===== config.mk =====
export PLATFORM = sky130hd
export DESIGN_NAME = prm_edge_mask_scan
export DESIGN_NICKNAME = d
export VERILOG_FILES = /design/src/rtl/prm_edge_mask_scan.sv
export SDC_FILE = /design/constraint.sdc
export NUM_CORES = 1
export LEC_CHECK = 0
export CAP_MARGIN = 20
export CORE_MARGIN = 5
export CORE_UTILIZATION = 48
export CTS_CLUSTER_DIAMETER = 30
export DETAILED_ROUTE_END_ITERATION = 7
export SYNTH_ARGS = -nofsm -noshare
export SYNTH_HDL_FRONTEND = slang
export SYNTH_SLANG_ARGS = --single-unit

===== constraint.sdc =====
create_clock -name CLK -period 5 [get_ports CLK]
set_input_delay 1 -clock CLK [delete_from_list [all_inputs] [get_ports CLK]]
set_output_delay 1 -clock CLK [all_outputs]
set_load 0.01 [all_outputs]

===== src/rtl/prm_edge_mask_scan.sv =====
// prm_edge_mask_scan
// ------------------
// Programmable sum-of-products collision checker for the PRM arm planner.
// A run-time loaded cube table (care mask, value, edge tag) is scanned
// LANES cubes per cycle against a latched obstacle code. Every matching
// cube sets the bit of its edge tag in an N_EDGE-bit blocked-edge mask.
// The mask is returned over a valid/ready handshake.
//
// Optional build macro: PRM_HIT_COUNT_EN
//   When defined, adds output r_hits, which counts the valid cubes that
//   matched during the scan. It is held together with r_mask.
//
// Ports
//   CLK, RST_n       clock, asynchronous active-low reset
//   cfg_we           cube write strobe (held by the master until cfg_ready)
//   cfg_clr          clear every cube valid bit (applied before a same-cycle write)
//   cfg_addr         cube index
//   cfg_care         care mask (1 = bit compared)
//   cfg_val          required value of the cared bits
//   cfg_edge         edge blocked by this cube (tags >= N_EDGE contribute nothing)
//   cfg_ready        config accepted this cycle (low while scanning)
//   q_valid/q_code   query handshake and obstacle code
//   q_ready          engine idle and able to take a query
//   r_valid/r_mask   result handshake and blocked-edge mask
//   r_ready          result consumed
//   r_hits           (PRM_HIT_COUNT_EN only) matched-cube count
module prm_edge_mask_scan #(
  parameter int IN_W      = 15,
  parameter int N_EDGE    = 8,
  parameter int NUM_CUBES = 32,
  parameter int LANES     = 4,
  parameter int EW        = $clog2(N_EDGE),
  parameter int CW        = $clog2(NUM_CUBES)
) (
  input  logic              CLK,
  input  logic              RST_n,
  input  logic              cfg_we,
  input  logic              cfg_clr,
  input  logic [CW-1:0]     cfg_addr,
  input  logic [IN_W-1:0]   cfg_care,
  input  logic [IN_W-1:0]   cfg_val,
  input  logic [EW-1:0]     cfg_edge,
  output logic              cfg_ready,
  input  logic              q_valid,
  input  logic [IN_W-1:0]   q_code,
  output logic              q_ready,
  output logic              r_valid,
  output logic [N_EDGE-1:0] r_mask,
  input  logic              r_ready
`ifdef PRM_HIT_COUNT_EN
  ,
  output logic [CW:0]       r_hits
`endif
);

  typedef enum logic [1:0] {
    IDLE = 2'd0,
    SCAN = 2'd1,
    DONE = 2'd2
  } state_t;

  // Index of the first cube of the final scan beat.
  localparam logic [CW-1:0] LAST_IDX = CW'(NUM_CUBES - LANES);
  localparam logic [CW-1:0] STEP     = CW'(LANES);

  // Control state
  state_t              state_q, state_d;
  logic [CW-1:0]       idx_q, idx_d;
  logic [N_EDGE-1:0]   acc_q, acc_d;
  logic [CW:0]         hits_q, hits_d;
  logic [NUM_CUBES-1:0] vld_q, vld_d;

  // Data state (no reset: only meaningful when qualified by vld_q / state)
  logic [IN_W-1:0]     code_q, code_d;
  logic [IN_W-1:0]     care_q [NUM_CUBES];
  logic [IN_W-1:0]     care_d [NUM_CUBES];
  logic [IN_W-1:0]     val_q  [NUM_CUBES];
  logic [IN_W-1:0]     val_d  [NUM_CUBES];
  logic [EW-1:0]       edge_q [NUM_CUBES];
  logic [EW-1:0]       edge_d [NUM_CUBES];

  // Per-beat evaluation
  logic [CW-1:0]       lane_addr [LANES];
  logic [LANES-1:0]    lane_hit;
  logic [N_EDGE-1:0]   beat_mask;
  logic [CW:0]         beat_hits;

  always_comb begin
    for (int l = 0; l < LANES; l++) begin
      lane_addr[l] = idx_q + CW'(l);
    end
  end

  // A cube matches when it is valid and every cared bit of the code equals
  // the stored value. The edge one-hot is built only for tags below N_EDGE,
  // so out-of-range tags fall through without setting anything.
  always_comb begin
    lane_hit  = '0;
    beat_mask = '0;
    beat_hits = '0;
    for (int l = 0; l < LANES; l++) begin
      lane_hit[l] = vld_q[lane_addr[l]] &&
                    (((code_q ^ val_q[lane_addr[l]]) & care_q[lane_addr[l]]) == '0);
      beat_hits = beat_hits + (CW+1)'(lane_hit[l]);
      for (int e = 0; e < N_EDGE; e++) begin
        if (lane_hit[l] && (edge_q[lane_addr[l]] == EW'(e))) begin
          beat_mask[e] = 1'b1;
        end
      end
    end
  end

  // Sequencer: next state and handshake outputs.
  always_comb begin
    state_d   = state_q;
    idx_d     = idx_q;
    acc_d     = acc_q;
    hits_d    = hits_q;
    code_d    = code_q;
    q_ready   = 1'b0;
    r_valid   = 1'b0;
    cfg_ready = 1'b0;
    unique case (state_q)
      IDLE: begin
        q_ready   = 1'b1;
        cfg_ready = 1'b1;
        if (q_valid) begin
          code_d  = q_code;
          acc_d   = '0;
          hits_d  = '0;
          idx_d   = '0;
          state_d = SCAN;
        end
      end
      SCAN: begin
        acc_d  = acc_q | beat_mask;
        hits_d = hits_q + beat_hits;
        idx_d  = idx_q + STEP;
        if (idx_q == LAST_IDX) begin
          state_d = DONE;
        end
      end
      DONE: begin
        r_valid   = 1'b1;
        cfg_ready = 1'b1;
        if (r_ready) begin
          state_d = IDLE;
        end
      end
      default: begin
        state_d = IDLE;
      end
    endcase
  end

  // Cube table update. The clear is applied first so that a write in the
  // same cycle leaves its own cube valid. A query latched in the same cycle
  // starts scanning one cycle later and therefore sees the new entry.
  always_comb begin
    vld_d  = vld_q;
    care_d = care_q;
    val_d  = val_q;
    edge_d = edge_q;
    if (cfg_ready && cfg_clr) begin
      vld_d = '0;
    end
    if (cfg_ready && cfg_we) begin
      care_d[cfg_addr] = cfg_care;
      val_d[cfg_addr]  = cfg_val;
      edge_d[cfg_addr] = cfg_edge;
      vld_d[cfg_addr]  = 1'b1;
    end
  end

  // Control registers
  always_ff @(posedge CLK or negedge RST_n) begin
    if (!RST_n) begin
      state_q <= IDLE;
      idx_q   <= '0;
      acc_q   <= '0;
      hits_q  <= '0;
      vld_q   <= '0;
    end else begin
      state_q <= state_d;
      idx_q   <= idx_d;
      acc_q   <= acc_d;
      hits_q  <= hits_d;
      vld_q   <= vld_d;
    end
  end

  // Data registers
  always_ff @(posedge CLK) begin
    code_q <= code_d;
    care_q <= care_d;
    val_q  <= val_d;
    edge_q <= edge_d;
  end

  assign r_mask = acc_q;

`ifdef PRM_HIT_COUNT_EN
  assign r_hits = hits_q;
`endif

endmodule


==> results of run 1 <==
==> stage by stage <==
stage,setup slack (ns),power (µW),util
after CTS,1.09,28600,0.582
after global placement,1.15,15300,0.509
after detailed placement,1.11,15300,0.509
final,1.01,28500,0.584
after floorplan,1.58,13500,-
after global routing,0.850,29400,0.583
==> sequential cells by signal, indices dropped and copies added (netlist names) <==
| name | flops |
|---|---|
| care_q | 480 |
| code_q | 15 |
| edge_q | 96 |
| idx_q | 3 |
| r_mask | 8 |
| state_q | 2 |
| val_q | 480 |
| vld_q | 32 |
==> power groups by stage <==
stage               logic [µW]  clock network [µW]  registers [µW]
finish                    4490               13200           10800
global route              4750               13800           10800
CTS                       4440               13400           10800
detailed placement        4420                   0           10900
global placement          4390                   0           10900
floorplan                 2880                   0           10600
==> area by class of cell <==
cell class / count / area, µm² / share of cell area
Sequential cell: 1116 / 33300 / 0.623
Multi-Input combinational cell: 1385 / 10300 / 0.193
Clock buffer: 225 / 5120 / 0.0958
Clock inverter: 139 / 1570 / 0.0294
Tap cell: 1186 / 1480 / 0.0278
Timing Repair Buffer: 165 / 1410 / 0.0264
Inverter: 54 / 205 / 0.00384
Antenna cell: 6 / 15.0 / 0.000281
==> synth_stat cells, drive strengths merged (13+ instances only) <==
master and count:
clkbuf 48, nand3 107, dfrtp 45, o21ai 61, buf 90, and3b 18
mux4 24, edfxtp 1071, a21o 35, nor2 87, nand3b 47, and3 28
a222oi 20, nand2 116, a31oi 58, a22oi 32, nor3b 21, a32oi 16
nor3 13, o22ai 20, mux2i 43, nand4 23, a21oi 71, a221oi 46
xor2 289, inv 54, o32ai 27, xnor2 16
==> routing by layer <==
metal / part of all wire / routed length (µm) / vias up / track usage
met5: 0 / 0 / - / 0
met4: 0.034 / 4390 / 0 / 0.0934
met3: 0.086 / 11100 / 244 / 0.0519
met2: 0.47 / 60800 / 1296 / 0.416
met1: 0.41 / 52500 / 13400 / 0.359
li1: - / - / 11100 / -
==> cells by family (layout without fill, tap and decap cells) <==
group,Yosys count,in the layout,synth area share
flip-flops,1116,1116,0.753
adder cells (fa/ha/maj),2,2,0.000566
multiplexers,77,77,0.0245
other,0,6,0
buffers and inverters,192,583,0.0193
AND/OR/NAND/NOR,514,514,0.0622
AO/OA/AOI/OAI,487,487,0.0803
XOR/XNOR,305,305,0.0604
==> layout by cell type (no fill, tap or decap), types with 12 or more instances in the layout <==
cell type / instances
edfxtp_1: 1071
xor2_1: 289
clkbuf_16: 200
nand2_1: 115
nand3_1: 107
buf_4: 85
a21oi_1: 71
o21ai_0: 58
a31oi_1: 58
nor2_1: 55
inv_1: 53
nand3b_1: 47
a221oi_1: 46
mux2i_1: 43
dfrtp_1: 43
clkdlybuf4s50_1: 41
a21o_1: 35
nor2_4: 32
a22oi_1: 32
and3_1: 28
buf_2: 28
clkinv_2: 27
o32ai_1: 25
mux4_2: 24
bufinv_16: 24
nand4_1: 23
clkinvlp_4: 23
clkbuf_1: 23
clkinv_4: 22
nor3b_1: 21
a222oi_1: 20
o22ai_1: 19
and3b_1: 18
inv_6: 18
clkinv_1: 17
xnor2_1: 16
a32oi_1: 16
nor3_1: 13
a211oi_1: 12
==> worst paths after layout <==
| kind | startpoint | to | slack (ns) | cells after the start |
|---|---|---|---|---|
| max in group asynchronous | RST_n | idx_q[3] | 3.97 | 2 |
| max | idx_q[3] | r_mask[5] | 1.01 | 11 |
| max reg2reg | idx_q[3] | r_mask[5] | 1.01 | 11 |
| min in group CLK | vld_q[16] | vld_q[16] | 0.47 | 1 |
| min | RST_n | vld_q[27] | 0.41 | 2 |
| min reg2reg | vld_q[16] | vld_q[16] | 0.47 | 1 |
==> impl_metrics.env, run 1 <==
export IMPL_netlist_instances=2693
export IMPL_power_share_clock=0.465
export IMPL_grt_usage=0.260
export IMPL_fmax_mhz=251
export IMPL_min_path_type="primary input to async pin"
export IMPL_cp_cell_sequence="buf_12 -> buf_4 -> nor2_1 -> a32o_1 -> a31oi_1 -> o311ai_0 -> nand4b_1 -> nor3_1 -> a41o_1 -> nand3_1 -> o211ai_1"
export IMPL_yosysTopAreaCell="edfxtp_1"
export IMPL_cp_max_fo=54
export IMPL_path_class="flip-flop to flip-flop"
export IMPL_gp_congestion=0.899
export IMPL_placedCellCount=3900
export IMPL_cp_start_kind="flip-flop"
export IMPL_grt_first_pass_wirelength_um=184000
export IMPL_worst_pin_slew_ns=1.21
export IMPL_avgSynthCellArea_um2=16.4
export IMPL_worstPathBufferInverterCount=2
export IMPL_drtIter0Drc=3218
export IMPL_ys_ff_latch=1116
export IMPL_core_area_mm2=0.0915
export IMPL_critPathTopFamily="simple AND/OR/NAND/NOR gates"
export IMPL_die_height_um=314
export IMPL_worstSkewPairLatency_ns=0.76
export IMPL_holdWs_ns=0.409
export IMPL_p_leak_uw=0.0183
export IMPL_ys_types=84
export IMPL_rsz0062_at_grt="no"
export IMPL_cpMaxStageDelayCell="dfrtp_4"
export IMPL_syn_area_mm2=0.0442
export IMPL_grt_pass1_vias=26000
export IMPL_drc=0
export IMPL_nets=2979
export IMPL_ys_flop_type="edfxtp_1"
export IMPL_seq_area_frac_synth=0.753
export IMPL_grt_ovfl_total=0
export IMPL_design_area_mm2=0.0534
export IMPL_stdcell_count=4276
export IMPL_pwr_share_comb=0.158
export IMPL_cts_repair_timing_setup_buffer_count=0
export IMPL_cts_made_buffers=196
export IMPL_antenna_found_initial=9
export IMPL_grt_max_degree=209
export IMPL_yosys_warnings=0
export IMPL_dpl_cell_area_mm2=0.0466
export IMPL_drive_above_1_share=0.174
export IMPL_max_stage_delay_ns=0.87
export IMPL_status="finished clean"
export IMPL_synth_nets=2754
export IMPL_fp_dieW_um=314
export IMPL_root_buffer="clkbuf_16"
export IMPL_cts_max_path_buffers=3
export IMPL_powerDensity_mw_per_mm2=533
export IMPL_synth_edf_count=1071
export IMPL_wire_per_inst_um=30.1
export IMPL_port_buffers=69
export IMPL_wirelength_um=129000
export IMPL_num_rows=111
export IMPL_seqPwrFrac=0.378
export IMPL_cts_sinks=1116
export IMPL_end_kind="flip-flop"
export IMPL_finalSetupTns_ns=0
export IMPL_hold_viol_final=0
export IMPL_drtAntennaViolNets=0
export IMPL_cp_data_arrival_time_ns=4.64
export IMPL_cts_resized=0
export IMPL_setup_viol=0
export IMPL_fill_cells=6796
export IMPL_clkTransAtPathRegs_ns=0.05
export IMPL_fin_skew_ns=0.0308
export IMPL_maxCapViolations=0
export IMPL_htreeDepth=4
export IMPL_p_switching_uw=7940
export IMPL_synthTopCellsByArea="edfxtp_1, xor2_1, dfrtp_1"
export IMPL_initial_core_util=0.483
export IMPL_relSlewSlack=0.190
export IMPL_synth_top_cell_area_share=0.727
export IMPL_fin_crit_ns=3.99
export IMPL_firstDrtPassIters=6
export IMPL_fin_crit_sh=0.798
export IMPL_power_internal_uw=20500
export IMPL_hpwl_um=72300
export IMPL_viasPerCell=6.10
export IMPL_vias=26100
export IMPL_ioPinCount=70
export IMPL_tritoncts="built"
export IMPL_critical_path_required_ns=5.65
export IMPL_ctsHoldBuffers=0
export IMPL_drv_slew=0
export IMPL_synthArstFlopShare=0.0403
export IMPL_dieArea_mm2=0.0983
export IMPL_power_share_switching=0.279
export IMPL_synthToLayoutAreaGrowth_pct=20.8
export IMPL_irDropWorstVdd_mv=0.410
Note: power is estimated with default switching activity, not from simulation.
==> run 2, diff against run 1 <==
==> constraint.sdc (replaced) <==
create_clock -name CLK -period 3.9 [get_ports CLK]
set_input_delay 0.78 -clock CLK [delete_from_list [all_inputs] [get_ports CLK]]
set_output_delay 0.78 -clock CLK [all_outputs]
set_load 0.01 [all_outputs]
==> impl_metrics.env, run 2 (synthesis results as in run 1) <==
export IMPL_rr_startpoint="idx_q[3]"
export IMPL_tritoncts="built"
export IMPL_fin_crit_ns=3.63
export IMPL_placedCellCount=3934
export IMPL_cp_start_kind="flip-flop"
export IMPL_gp_congestion=0.880
export IMPL_cp_common_cell="buf_4"
export IMPL_hold_viol_final=0
export IMPL_ioPinCount=70
export IMPL_design_area_mm2=0.0540
export IMPL_fill_cells=6675
export IMPL_cts_sinks=1116
export IMPL_grt_first_pass_wirelength_um=183000
export IMPL_clkTransAtPathRegs_ns=0.06
export IMPL_drv_slew=0
export IMPL_cp_cell_sequence="buf_12 -> buf_4 -> mux2_2 -> and2_1 -> o41ai_1 -> nand4_1 -> o22ai_2 -> buf_4 -> nand3_1 -> o221a_1 -> o21ai_1"
export IMPL_irDropWorstVdd_mv=0.412
export IMPL_antenna_found_initial=9
export IMPL_cp_data_arrival_time_ns=4.32
export IMPL_final_common_cell="edfxtp_1"
export IMPL_worst_pin_slew_ns=1.15
export IMPL_max_stage_delay_ns=0.67
export IMPL_stdcell_count=4315
export IMPL_holdWs_ns=0.175
export IMPL_finalSetupTns_ns=0
export IMPL_synthToLayoutAreaGrowth_pct=22.2
export IMPL_root_buffer="clkbuf_16"
export IMPL_wirelength_um=128000
export IMPL_wire_per_inst_um=29.7
export IMPL_firstDrtPassIters=8
export IMPL_cts_made_buffers=197
export IMPL_core_area_mm2=0.0915
export IMPL_p_leak_uw=0.0186
export IMPL_grt_ovfl_total=0
export IMPL_fin_skew_ns=0.0313
export IMPL_cp_max_fo=47
export IMPL_vias=26300
export IMPL_most_common_layout_cells="edfxtp_1, xor2_1, clkbuf_16"
export IMPL_grt_max_degree=71
export IMPL_ctsHoldBuffers=0
export IMPL_port_buffers=69
export IMPL_powerDensity_mw_per_mm2=687
export IMPL_reg_largest_list="care_q: 480 flops, val_q: 480 flops, edge_q: 96 flops"
export IMPL_timing_rr_end="r_mask[3]"
export IMPL_maxCapViolations=0
export IMPL_htreeDepth=4
export IMPL_viasPerCell=6.08
export IMPL_critical_path_required_ns=4.59
export IMPL_regToRegSetupSlack_ns=0.27
export IMPL_min_path_type="primary input to async pin"
export IMPL_critPathTopFamily="buffers and inverters"
export IMPL_path_class="flip-flop to flip-flop"
export IMPL_cpMaxStageDelayCell="dfrtp_4"
export IMPL_grt_pass1_vias=26600
export IMPL_num_rows=111
export IMPL_drtAntennaViolNets=0
export IMPL_drive_above_1_share=0.186
export IMPL_setup_viol=0
export IMPL_grt_usage=0.257
export IMPL_die_height_um=314
export IMPL_hpwl_um=72900
export IMPL_worstPathBufferInverterCount=3
export IMPL_dieArea_mm2=0.0983
export IMPL_drc=0
export IMPL_drtIter0Drc=3080
export IMPL_fmax_mhz=276
export IMPL_dpl_cell_area_mm2=0.0470
export IMPL_relSlewSlack=0.232
export IMPL_worstSkewPairLatency_ns=0.77
export IMPL_fp_dieW_um=314
export IMPL_cts_max_path_buffers=3
export IMPL_rsz0062_at_grt="no"
export IMPL_end_kind="flip-flop"
export IMPL_reg2reg_depth=11
export IMPL_initial_core_util=0.483
export IMPL_fin_crit_sh=0.930
export IMPL_nets=3013
export IMPL_status="finished clean"
run 2: changes by cell type in the layout (fill, tap and decap cells not counted), sizes merged:
cell | previous run | this run
clkbuf | 225 | 223
diode | 6 | 3
bufinv | 24 | 26
clkinv | 70 | 72
buf | 124 | 155
clkinvlp | 23 | 26
inv | 76 | 82
run 2: how the worst max path moves through the flow:
stage | slack, ns | from | depth (start not counted) | endpoint
after floorplan | 0.70 | cfg_we | 4 | care_q[105]
after global placement | 0.30 | idx_q[3] | 12 | r_mask[3]
after detailed placement | 0.18 | idx_q[3] | 11 | r_mask[3]
after CTS | 0.18 | idx_q[3] | 11 | r_mask[3]
after global routing | 0.07 | idx_q[3] | 12 | r_mask[1]
final | 0.27 | idx_q[3] | 11 | r_mask[3]
run 2: power breakdown:
group          leakage (µW)  switching (µW)  internal, µW
combinational       0.00504            3900          2110
sequential           0.0102             317         13300
clock               0.00331            6180         11300
run 2: routing by layer:
layer	vias up	GRT usage	routed length, µm
li1	11200	-	-
met1	13600	0.354	52200
met2	1303	0.416	60900
met3	219	0.0506	10800
met4	2	0.0883	3980
met5	-	0	18
run 2: through the flow:
stage | power [µW] | setup WS [ns] | util
6_report | 37100 | 0.271 | 0.590
5_1_grt | 38300 | 0.0740 | 0.590
4_1_cts | 37200 | 0.184 | 0.589
3_5_place_dp | 19800 | 0.183 | 0.514
3_3_place_gp | 19700 | 0.305 | 0.513
2_1_floorplan | 17300 | 0.700 | -
run 2: cell type report:
cell class	instances	area, µm²	share of cell area
sequential	1116	33300	0.616
multi-input combinational	1385	10300	0.191
clock buffer	221	5080	0.0940
clock inverter	152	1820	0.0337
timing repair buffer	198	1820	0.0337
tap	1186	1480	0.0275
inverter	54	205	0.00380
antenna	3	7.51	0.000139
run 2: worst register-to-register path, stage by stage, from the launching register on:
cell and delay [ns]:
dfrtp_4 0.67, buf_12 0.26, buf_4 0.48, mux2_2 0.43, and2_1 0.17, o41ai_1 0.36, nand4_1 0.32, o22ai_2 0.19
buf_4 0.21, nand3_1 0.13, o221a_1 0.28, o21ai_1 0.07
run 2: what timing repair did:
item | 4_1_cts | 5_1_grt
gates resized for setup | 0 | 0
hold endpoints to repair | 0 | 0
buffers inserted | 0 | 1
endpoints found under the setup margin | 0 | 3
